==> config.mk <==
export PLATFORM = sky130hd
export DESIGN_NAME = instr_fetch_unit
export DESIGN_NICKNAME = d
export VERILOG_FILES = /design/src/rtl/signal_def_pkg.sv /design/src/rtl/instr_fetch_unit_queue.sv /design/src/rtl/instr_fetch_unit.sv
export SDC_FILE = /design/constraint.sdc
export NUM_CORES = 1
export LEC_CHECK = 0
export CORE_ASPECT_RATIO = 1.2
export CORE_MARGIN = 2
export CORE_UTILIZATION = 51
export CTS_CLUSTER_DIAMETER = 30
export DETAILED_ROUTE_END_ITERATION = 7
export PLACE_DENSITY = 0.77
export SYNTH_ARGS = -nofsm -noshare
export SYNTH_HDL_FRONTEND = slang
export SYNTH_HIERARCHICAL = 1
export SYNTH_SLANG_ARGS = --single-unit
==> constraint.sdc <==
create_clock -name clk -period 3.5 [get_ports clk]
set_input_delay 0.7 -clock clk [delete_from_list [all_inputs] [get_ports clk]]
set_output_delay 0.7 -clock clk [all_outputs]
set_load 0.005 [all_outputs]
==> src/rtl/signal_def_pkg.sv <==
//==============================================================================
// Module : signal_def (package)
// Brief  : Shared fetch-unit definitions: FSM encoding, reset PC, word width.
// Rev    : 1.0
//==============================================================================
`default_nettype none

package signal_def;

    localparam int unsigned INSTR_W          = 32;
    localparam logic [31:0] RESET_PC_DEFAULT = 32'h0000_3000;

    localparam logic [1:0] ST_FETCH = 2'd0;
    localparam logic [1:0] ST_STALL = 2'd1;
    localparam logic [1:0] ST_FLUSH = 2'd2;

    function automatic logic [31:0] pc_next(input logic [31:0] pc);
        return pc + 32'd4;
    endfunction

endpackage

`default_nettype wire

==> src/rtl/instr_fetch_unit_queue.sv <==
//==============================================================================
// Module : fetch_queue
// Brief  : Circular instruction queue of {pc, instr} pairs with occupancy count.
// Rev    : 1.0
//==============================================================================
`default_nettype none

module fetch_queue
    import signal_def::*;
#(
    parameter int DEPTH = 4,
    localparam int AW   = $clog2(DEPTH)
) (
    input  logic               clk,
    input  logic               rst,
    input  logic               flush,
    input  logic               wr_en,
    input  logic [31:0]        wr_pc,
    input  logic [INSTR_W-1:0] wr_instr,
    input  logic               rd_en,
    output logic               rd_valid,
    output logic [31:0]        rd_pc,
    output logic [INSTR_W-1:0] rd_instr,
    output logic [AW:0]        count
);

    logic [31:0]        pc_mem    [DEPTH];
    logic [INSTR_W-1:0] instr_mem [DEPTH];
    logic [AW-1:0]      head;
    logic [AW-1:0]      tail;
    logic               rd_fire;

    assign rd_valid = (count != '0);
    assign rd_fire  = rd_en && rd_valid;
    // Outputs read as zero when empty so reset and flush present a clean bus.
    assign rd_pc    = rd_valid ? pc_mem[head]    : '0;
    assign rd_instr = rd_valid ? instr_mem[head] : '0;

    always_ff @(posedge clk) begin
        if (rst || flush) begin
            head  <= '0;
            tail  <= '0;
            count <= '0;
        end else begin
            if (wr_en)   tail <= tail + AW'(1);
            if (rd_fire) head <= head + AW'(1);
            count <= count + (AW+1)'(wr_en) - (AW+1)'(rd_fire);
        end
    end

    always_ff @(posedge clk) begin
        if (wr_en) begin
            pc_mem[tail]    <= wr_pc;
            instr_mem[tail] <= wr_instr;
        end
    end

endmodule

`default_nettype wire

==> src/rtl/instr_fetch_unit.sv <==
//==============================================================================
// Module : instr_fetch_unit
// Brief  : Credit-based instruction fetcher with redirect flush and decode queue.
// Rev    : 1.0
//==============================================================================
`default_nettype none

module instr_fetch_unit
    import signal_def::*;
#(
    parameter logic [31:0] RESET_PC = RESET_PC_DEFAULT,
    parameter int          DEPTH    = 4
) (
    input  logic               clk,
    input  logic               rst,
    input  logic               redirect_valid,
    input  logic [31:0]        redirect_pc,
    output logic               imem_req,
    output logic [31:0]        imem_addr,
    input  logic               imem_ready,
    input  logic               imem_rvalid,
    input  logic [INSTR_W-1:0] imem_rdata,
    output logic               out_valid,
    output logic [INSTR_W-1:0] out_instr,
    output logic [31:0]        out_pc,
    input  logic               out_ready
);

    localparam int          CW         = $clog2(DEPTH) + 1;
    localparam logic [CW:0] FULL_LEVEL = (CW+1)'(DEPTH);

    logic [1:0]    state;
    logic [1:0]    state_nxt;
    logic [31:0]   fetch_pc;
    logic [31:0]   resp_pc;
    logic [31:0]   redirect_base;
    logic [CW-1:0] outstanding;
    logic [CW-1:0] outstanding_nxt;
    logic [CW-1:0] discard;
    logic [CW-1:0] discard_nxt;
    logic [CW-1:0] occupancy;
    logic [CW-1:0] occ_nxt;
    logic [CW:0]   used_nxt;
    logic          accept;
    logic          resp_hit;
    logic          enq;
    logic          deq;

    assign redirect_base = redirect_pc & 32'hFFFF_FFFC;
    assign imem_req      = !rst && (state == ST_FETCH);
    assign imem_addr     = fetch_pc;
    assign accept        = imem_req && imem_ready;
    assign resp_hit      = imem_rvalid && (outstanding != '0);
    // Responses in FLUSH or landing on a redirect belong to the abandoned path.
    assign enq           = resp_hit && (state != ST_FLUSH) && !redirect_valid;
    assign deq           = out_valid && out_ready;

    assign outstanding_nxt = outstanding + CW'(accept) - CW'(resp_hit);
    assign occ_nxt         = occupancy + CW'(enq) - CW'(deq);
    assign used_nxt        = {1'b0, occ_nxt} + {1'b0, outstanding_nxt};

    always_comb begin
        state_nxt   = state;
        discard_nxt = discard;
        if (redirect_valid) begin
            // Everything still in flight after this edge is stale.
            discard_nxt = outstanding_nxt;
            state_nxt   = (discard_nxt != '0) ? ST_FLUSH : ST_FETCH;
        end else begin
            case (state)
                ST_FLUSH: begin
                    discard_nxt = discard - CW'(resp_hit);
                    if (discard_nxt == '0) state_nxt = ST_FETCH;
                end
                default: state_nxt = (used_nxt >= FULL_LEVEL) ? ST_STALL : ST_FETCH;
            endcase
        end
    end

    always_ff @(posedge clk) begin
        if (rst) begin
            state       <= ST_FETCH;
            fetch_pc    <= RESET_PC;
            resp_pc     <= RESET_PC;
            outstanding <= '0;
            discard     <= '0;
        end else begin
            state       <= state_nxt;
            discard     <= discard_nxt;
            outstanding <= outstanding_nxt;
            if (redirect_valid) begin
                fetch_pc <= redirect_base;
                resp_pc  <= redirect_base;
            end else begin
                if (accept) fetch_pc <= pc_next(fetch_pc);
                if (enq)    resp_pc  <= pc_next(resp_pc);
            end
        end
    end

    fetch_queue #(
        .DEPTH (DEPTH)
    ) u_queue (
        .clk      (clk),
        .rst      (rst),
        .flush    (redirect_valid),
        .wr_en    (enq),
        .wr_pc    (resp_pc),
        .wr_instr (imem_rdata),
        .rd_en    (out_ready),
        .rd_valid (out_valid),
        .rd_pc    (out_pc),
        .rd_instr (out_instr),
        .count    (occupancy)
    );

endmodule

`default_nettype wire

Yosys cells after proc, flatten, opt, wreduce, memory -nomap -nowiden
Memory sizes are Yosys's and may differ from the RTL's. A register that Yosys moved wholly into a read port is not among the register bits.
Cells that the tools add are included.
- flip-flop bits (word level): 79
- bits in writable memories: 256
- input port bits: 70
- output and inout port bits: 98
- word-level logic and storage cells: 63
- memories kept: 2
- memories (name ; words ; width ; read ports ; clocked after Yosys merged registers in ; wr ports ; line ; source):
    u_queue.instr_mem ; 4 ; 32 ; 1 ; 1 ; 1 ; instr_fetch_unit_queue.sv:28 ; logic [INSTR_W-1:0] instr_mem [DEPTH];
    u_queue.pc_mem ; 4 ; 32 ; 1 ; 1 ; 1 ; instr_fetch_unit_queue.sv:27 ; logic [31:0] pc_mem [DEPTH];
- add/subtract/negate cells: 10
- magnitude comparators: 1
- eq/ne operators: 3
- multiplexer cells: 19
- reductions and logical operators: 18
- operator list (cell ; count):
    $mux 32 ; 6
    $add 32x3->32 const B ; 2
    $mux 2 ; 8
    $reduce_bool 3->1 ; 3
    $sub 3x1->3 ; 3
    $add 3x1->3 ; 2
    $logic_and 1x1->1 ; 6
    $mux 3 ; 2
    $reduce_bool 2->1 ; 3
    $add 2x1->2 const B ; 2
    $add 3x3->4 ; 1
    $ge 4x3->1 const B ; 1
    $logic_not 3->1 ; 1
    $mux 1 ; 3
    $ne 3x3->1 const B ; 1
    $eq 2x2->1 const B ; 1
    $logic_not 1->1 ; 2
    $logic_not 2->1 ; 1
    $ne 2x2->1 const B ; 1
    $reduce_or 2->1 ; 1
    $logic_or 1x1->1 ; 1

Logic depth before layout (Yosys ltp)
Gate-level depths: netlist (run 1).
- word-level depth: 11
- gate-level depth with buffers: 14
- gate-level depth less buffers: 13

Hierarchy
The synthesis (run 1) kept the hierarchy.
- modules (own cells, without submodules) (module ; times used ; cells an instance ; area each (um^2) ; sequential area each (um^2)):
    fetch_queue ; 1 ; 451 ; 10222.3 ; 7867.5
    instr_fetch_unit ; 1 ; 512 ; 4217.8 ; 1361.3

Least setup slack after synthesis (run 1)
No wires, ideal clock.
- kind: input-to-reg
- start: input port imem_rvalid
- end: memory u_queue.instr_mem[0][0] (enable)
- setup time: 0.429 ns
- data arrival time: 3.031 ns
- data required time: 3.071 ns
- setup slack: 0.040 ns
- cell stages on the path: 5
- path buffers: 1
- cells stage by stage: o31a_1 -> buf_2 -> nand2_1 -> nor2_1 -> and2_1
- longest elaborated chain between the ends: 5
- ends and longest elaborated chain (element ; line ; source):
    start: declaration ; instr_fetch_unit.sv:21 ; input logic imem_rvalid,
    $logic_and 1x1->1 ; instr_fetch_unit.sv:53 ; assign resp_hit = imem_rvalid && (outstanding != '0);
    $logic_and 1x1->1 (2 in a row) ; instr_fetch_unit.sv:55 ; assign enq = resp_hit && (state != ST_FLUSH) && !redirect_valid;
    named net enq ; instr_fetch_unit.sv:46 ; logic enq;
    $mux 1 ; instr_fetch_unit_queue.sv:52 ; if (wr_en) begin
    $mux 1 (not written as such) ; instr_fetch_unit_queue.sv:54 ; instr_mem[tail] <= wr_instr;
    end: declaration ; instr_fetch_unit_queue.sv:28 ;
The timed path passes the listed nets, and every way through them passes these cells.

==> flow_summary.toml, run 1 <==
[routing]
wire_per_inst_um = 19.6
drcViolationCount = 0
wl_um = 30900
drt_iter0_markers = 714
ant_nets = 0
vias = 9094
via_per_inst = 5.75
firstDrtPassIters = 5

[clock_tree]
clockBufferDepth = 3
cts_sinks = 333
cts-htree-levels = 2
cts_tree = "done"
clock_latency_ns = 0.55
cts_buffers = 50
clockRootBuffer = "clkbuf_16"
holdBufCountCts = 0
cts_setup_buffers = 0
cts_resized = 0
path_clk_slew_ns = 0.06

[setup_path]
crit_buf_inv = 2
slowest_stage = "dfxtp_4"
max_stage_delay_ns = 0.63
critPathLaunchType = "flop"
path_class = "reg2out"
crit_chain = "buf_12 -> mux4_2 -> and2_1 -> clkdlybuf4s50_1"
crit_path_end_kind = "primary output"
path_max_fanout = 20
cp.arrival_ns = 2.62
cp_data_required_time_ns = 2.80
critPathTopFamily = "buffers and inverters"

[grt]
grt_start_max_net_pins = 68
antenna_found_initial = 0
overflow = 0
grt_pass1_vias = 9277
track_usage_pct = 21.2
grt_pass1_wl_um = 49000

[yosys]
netlist-cell-type-count = 68
synth_area_sq_um = 14400
postSynthRegisterBits = 333
synth-edff-count = 256
synth_cells = 963
seq_area_frac_synth_pct = 63.9
avgSynthCellArea_sq_um = 15.0
ys_warn_count = 6
async_flop_share_pct = 0
synth_flop_cell = "edfxtp_1"

[placement]
dpl.hpwl_um = 19700
placedCellCount = 1489
port_buffers = 163
place_ws_ns = -0.256
routabilityCongestion = 0.877

[final_layout]
fin_util_pct = 65.4
final_nets = 1251
final_cell_mix = "edfxtp_1, clkdlybuf4s50_1, dfxtp_1"
drive_above_1_share_pct = 17.0
n_antenna_cell = 0
fillers = 1994
area_growth_pct = 26.5
final_common_cell = "edfxtp_1"
fin_cells = 1581

[floorplan]
pin_count = 168
start_util_pct = 51.7
core-area_sq_um = 27900
die_h_um = 188
row_count = 67
die-area_sq_um = 29700
die_x_um = 158

[sta]
finalHoldViolations = 0
maxSlewHeadroom_pct = 51.9
rsz0062_at_grt = "false"
fin_crit_sh_pct = 94.9
setup_viol = 0
skew_ns = 0.0292
finalMaxSlewViolations = 0
max_freq_mhz = 301
setup_slack_ns = 0.178
worst_slew_pin_slew_ns = 0.722
post-route-min-period_ns = 3.32
fin_tns_setup_ns = 0

[min_path]
hold_path.class = "reg2reg"

[power_and_ir_drop]
leakage_nw = 6.04
vdd_ir_drop_max_mv = 0.589
power_density_nw_per_um2 = 601

[flow_run]
maxCapViolCount = 0

[outcome]
status = "finished clean"
## per-layer routing
metal  up-vias  global-route usage, %  part of all wire (%)
met5         -                      0                     0
li1       4230                      -                     -
met4         0                   7.03                   2.2
met2       344                   35.5                    50
met1      4474                   28.0                    42
met3        46                   4.12                   6.2
## area by class of cell
type | count | area [sq um] | area share, %
Clock buffer | 55 | 1310 | 7.18
Clock inverter | 37 | 347 | 1.90
Inverter | 24 | 90.1 | 0.493
Multi-Input combinational cell | 556 | 4800 | 26.3
Sequential cell | 333 | 9230 | 50.5
Tap cell | 379 | 474 | 2.60
Timing Repair Buffer | 197 | 2010 | 11.0
## sequential cells by signal (all words and copies together) (netlist names), named ones only
signal             count
u_queue/instr_mem    128
discard                3
u_queue/pc_mem       128
imem_addr             30
resp_pc               30
u_queue/tail           2
outstanding            3
u_queue/count          3
state                  2
u_queue/head           2
## final timing paths
check	depth (start not counted)	end	slack (ns)	from
setup / recovery	4	out_pc[18]	0.18	flop
hold / removal	0	u_queue/pc_mem[0][3]	0.55	resp_pc[3]
setup reg to reg	12	state[0]	0.48	state[0]
hold reg to reg	0	u_queue/pc_mem[0][3]	0.55	resp_pc[3]
## through the flow
step                power, mW  hold WS, ns  instance area [sq um]
global route             11.5        0.565                  18300
finish                   11.0        0.547                  18300
detailed placement       6.29        0.536                  16600
floorplan                5.54        0.475                  14500
CTS                      11.1        0.545                  18300
global placement         6.25        0.523                  16600
## cells by family after synthesis
| kind of cell | count (synthesis) | share of synthesized area [%] |
|---|---|---|
| AO/OA/AOI/OAI | 130 | 6.72 |
| XOR/XNOR | 20 | 1.32 |
| adder cells (fa/ha/maj) | 19 | 1.80 |
| buffers and inverters | 83 | 3.09 |
| flip-flops | 333 | 63.9 |
| multiplexers | 69 | 10.5 |
| other | 1 | 0.0260 |
| AND/OR/NAND/NOR | 308 | 12.7 |
## report_power, final
part           internal (mW)  switching [mW]
sequential              4.49           0.177
clock                   2.97            1.80
combinational          0.827           0.708
total                   8.30            2.69
## synth_stat cells, drive strengths merged (3+ instances only)
master / count / area [sq um]
clkbuf: 32 / 121
nor2: 27 / 101
fa: 3 / 60.1
and3: 17 / 108
edfxtp: 256 / 7690
nand3: 30 / 150
a311oi: 5 / 43.8
o31ai: 9 / 67.6
buf: 27 / 235
o21ai: 17 / 85.1
xnor2: 11 / 96.3
mux2: 3 / 33.8
a21boi: 10 / 75.1
nor2b: 8 / 50.1
nand4: 27 / 209
a2111oi: 5 / 45.0
nand2: 33 / 124
mux4: 64 / 1460
or3: 5 / 31.3
and4: 12 / 106
ha: 16 / 200
and2: 74 / 463
a31oi: 7 / 43.8
dfxtp: 77 / 1540
xor2: 8 / 70.1
a21oi: 8 / 40.0
o21a: 18 / 135
nor4: 18 / 119
inv: 24 / 90.1
or4: 7 / 56.3
nor3b: 8 / 60.1
o31a: 23 / 201
nor3: 34 / 170
a211oi: 16 / 120
No activity file was read; power rests on OpenSTA's default activity.
==> run 2: changes to the inputs <==
--- a/config.mk
+++ b/config.mk
@@ -7,10 +7,10 @@
 export LEC_CHECK = 0
 export CORE_ASPECT_RATIO = 1.2
 export CORE_MARGIN = 2
-export CORE_UTILIZATION = 51
+export CORE_UTILIZATION = 61
 export CTS_CLUSTER_DIAMETER = 30
 export DETAILED_ROUTE_END_ITERATION = 7
-export PLACE_DENSITY = 0.77
+export PLACE_DENSITY = 0.86
 export SYNTH_ARGS = -nofsm -noshare
 export SYNTH_HDL_FRONTEND = slang
 export SYNTH_HIERARCHICAL = 1
==> constraint.sdc (replaced) <==
create_clock -name clk -period 4 [get_ports clk]
set_input_delay 0.8 -clock clk [delete_from_list [all_inputs] [get_ports clk]]
set_output_delay 0.8 -clock clk [all_outputs]
set_load 0.005 [all_outputs]
==> run 2 against run 1 <==
  * Clock skew shrank 0.012 ns
  * Combinational power decreased by 16%
  * Register-to-register slack gained 0.41 ns
  * Critical path depth did not move
  * Flip-flop and latch count did not move
  * Wire length increased by 1.9%
  * Cell count is 5.1% lower
  * Sequential share of layout area rose by 0.68 points
  * Via count rose by 0.92%
  * Worst hold slack worse by 0.0024 ns
  * Largest power group unchanged
==> flow_summary.toml, run 2 (synthesis results as in run 1) <==
[outcome]
status = "finished clean"

[placement]
dpl.hpwl_um = 19400
routabilityCongestion = 0.903
port_buffers = 163
placed_cell_area_sq_um = 16400
place_ws_ns = 0.216

[final_layout]
top_regs = "u_queue/instr_mem x128, u_queue/pc_mem x128"
postLayoutCellArea_sq_um = 18000
fin_util_pct = 77.7
final_nets = 1236
final_common_cell = "edfxtp_1"
area_growth_pct = 24.8
drive_above_1_share_pct = 15.9
n_antenna_cell = 0
final_cell_mix = "edfxtp_1, clkdlybuf4s50_1, dfxtp_1"
fillers = 1391

[sta]
hold_ws_ns = 0.544
finalMaxSlewViolations = 0
skew_ns = 0.0173
rsz0062_at_grt = "false"
setup_slack_ns = 0.457
finalHoldViolations = 0
post-route-min-period_ns = 3.54
fin_crit_sh_pct = 88.6
worst_slew_pin_slew_ns = 1.01
maxSlewHeadroom_pct = 32.6
max_freq_mhz = 282
setup_viol = 0
fin_tns_setup_ns = 0

[min_path]
hold_path.class = "reg2reg"

[grt]
grt_start_max_net_pins = 68
grt_pass1_wl_um = 50100
grt_pass1_vias = 9340
antenna_found_initial = 0
track_usage_pct = 25.6
overflow = 0

[routing]
firstDrtPassIters = 5
wire_per_inst_um = 21.0
drt_iter0_markers = 769
drcViolationCount = 0
ant_nets = 0
wl_um = 31500
vias = 9178
via_per_inst = 6.12

[floorplan]
core-area_sq_um = 23200
pin_count = 168
die-area_sq_um = 24900
die_x_um = 144
die_h_um = 173
row_count = 61
start_util_pct = 62.2

[clock_tree]
cts_resized = 0
cts_setup_buffers = 0
cts-htree-levels = 2
clockBufferDepth = 3
clock_latency_ns = 0.54
holdBufCountCts = 0
clockRootBuffer = "clkbuf_16"
cts_tree = "done"
cts_buffers = 47
cts_sinks = 333
path_clk_slew_ns = 0.07

[flow_run]
maxCapViolCount = 0

[setup_path]
reg2reg_slack_ns = 0.89
crit_path_end_kind = "primary output"
crit_chain = "buf_12 -> mux4_1 -> and2_1 -> clkdlybuf4s50_1"
max_stage_delay_ns = 0.62
path_max_fanout = 32
cp.arrival_ns = 2.74
path_class = "reg2out"
slowest_stage = "dfxtp_4"
critPathLaunchType = "flop"
cp_data_required_time_ns = 3.20

[power_and_ir_drop]
power_density_nw_per_um2 = 529
vdd_ir_drop_max_mv = 0.484
leakage_nw = 5.96
run 2: changes by cell type in the layout (fill, tap and decap cells not counted), moves of 3 or more:
cell,previous run,this run
clkbuf_1,2,5
clkinvlp_4,6,3
clkinv_1,6,2
clkinv_4,3,6
buf_4,24,16
clkinv_8,1,5
inv_6,10,6
buf_12,10,6
run 2: stage by stage:
step,power [mW],cells
finish,9.54,1500
global route,9.91,1500
detailed placement,5.44,1413
floorplan,4.85,972
CTS,9.61,1500
global placement,5.38,1413
run 2: cell type report:
| type | instances | area, sq um | area share, % |
|---|---|---|---|
| Clock buffer | 54 | 1240 | 6.91 |
| Clock inverter | 33 | 390 | 2.17 |
| Inverter | 24 | 90.1 | 0.500 |
| Multi-Input combinational cell | 556 | 4800 | 26.7 |
| Sequential cell | 333 | 9230 | 51.2 |
| Tap cell | 315 | 394 | 2.19 |
| Timing Repair Buffer | 185 | 1870 | 10.4 |
run 2: final timing paths:
check	startpoint	to	cells past startpoint
max	flop	out_pc[1]	4
min	resp_pc[6]	u_queue/pc_mem[2][6]	0
max reg2reg	state[0]	state[0]	14
min reg2reg	resp_pc[6]	u_queue/pc_mem[2][6]	0
run 2: layer usage:
metal	vias to the layer above	global-route usage [%]	share of wire, %
li1	4179	-	-
met1	4529	33.9	40
met2	404	43.6	51
met3	66	4.38	6.5
met4	0	8.21	2.8
met5	-	0	0
run 2: worst max-delay path, delay by kind of cell, from the launching register on:
family | cells | cell delay [ns]
buf+inv | 2 | 0.76
flops | 1 | 0.62
mux | 1 | 0.59
simple gates | 1 | 0.20
run 2: where the power goes:
part	internal, mW	switching, mW
sequential	3.93	0.159
clock	2.57	1.60
combinational	0.673	0.610
total	7.17	2.37
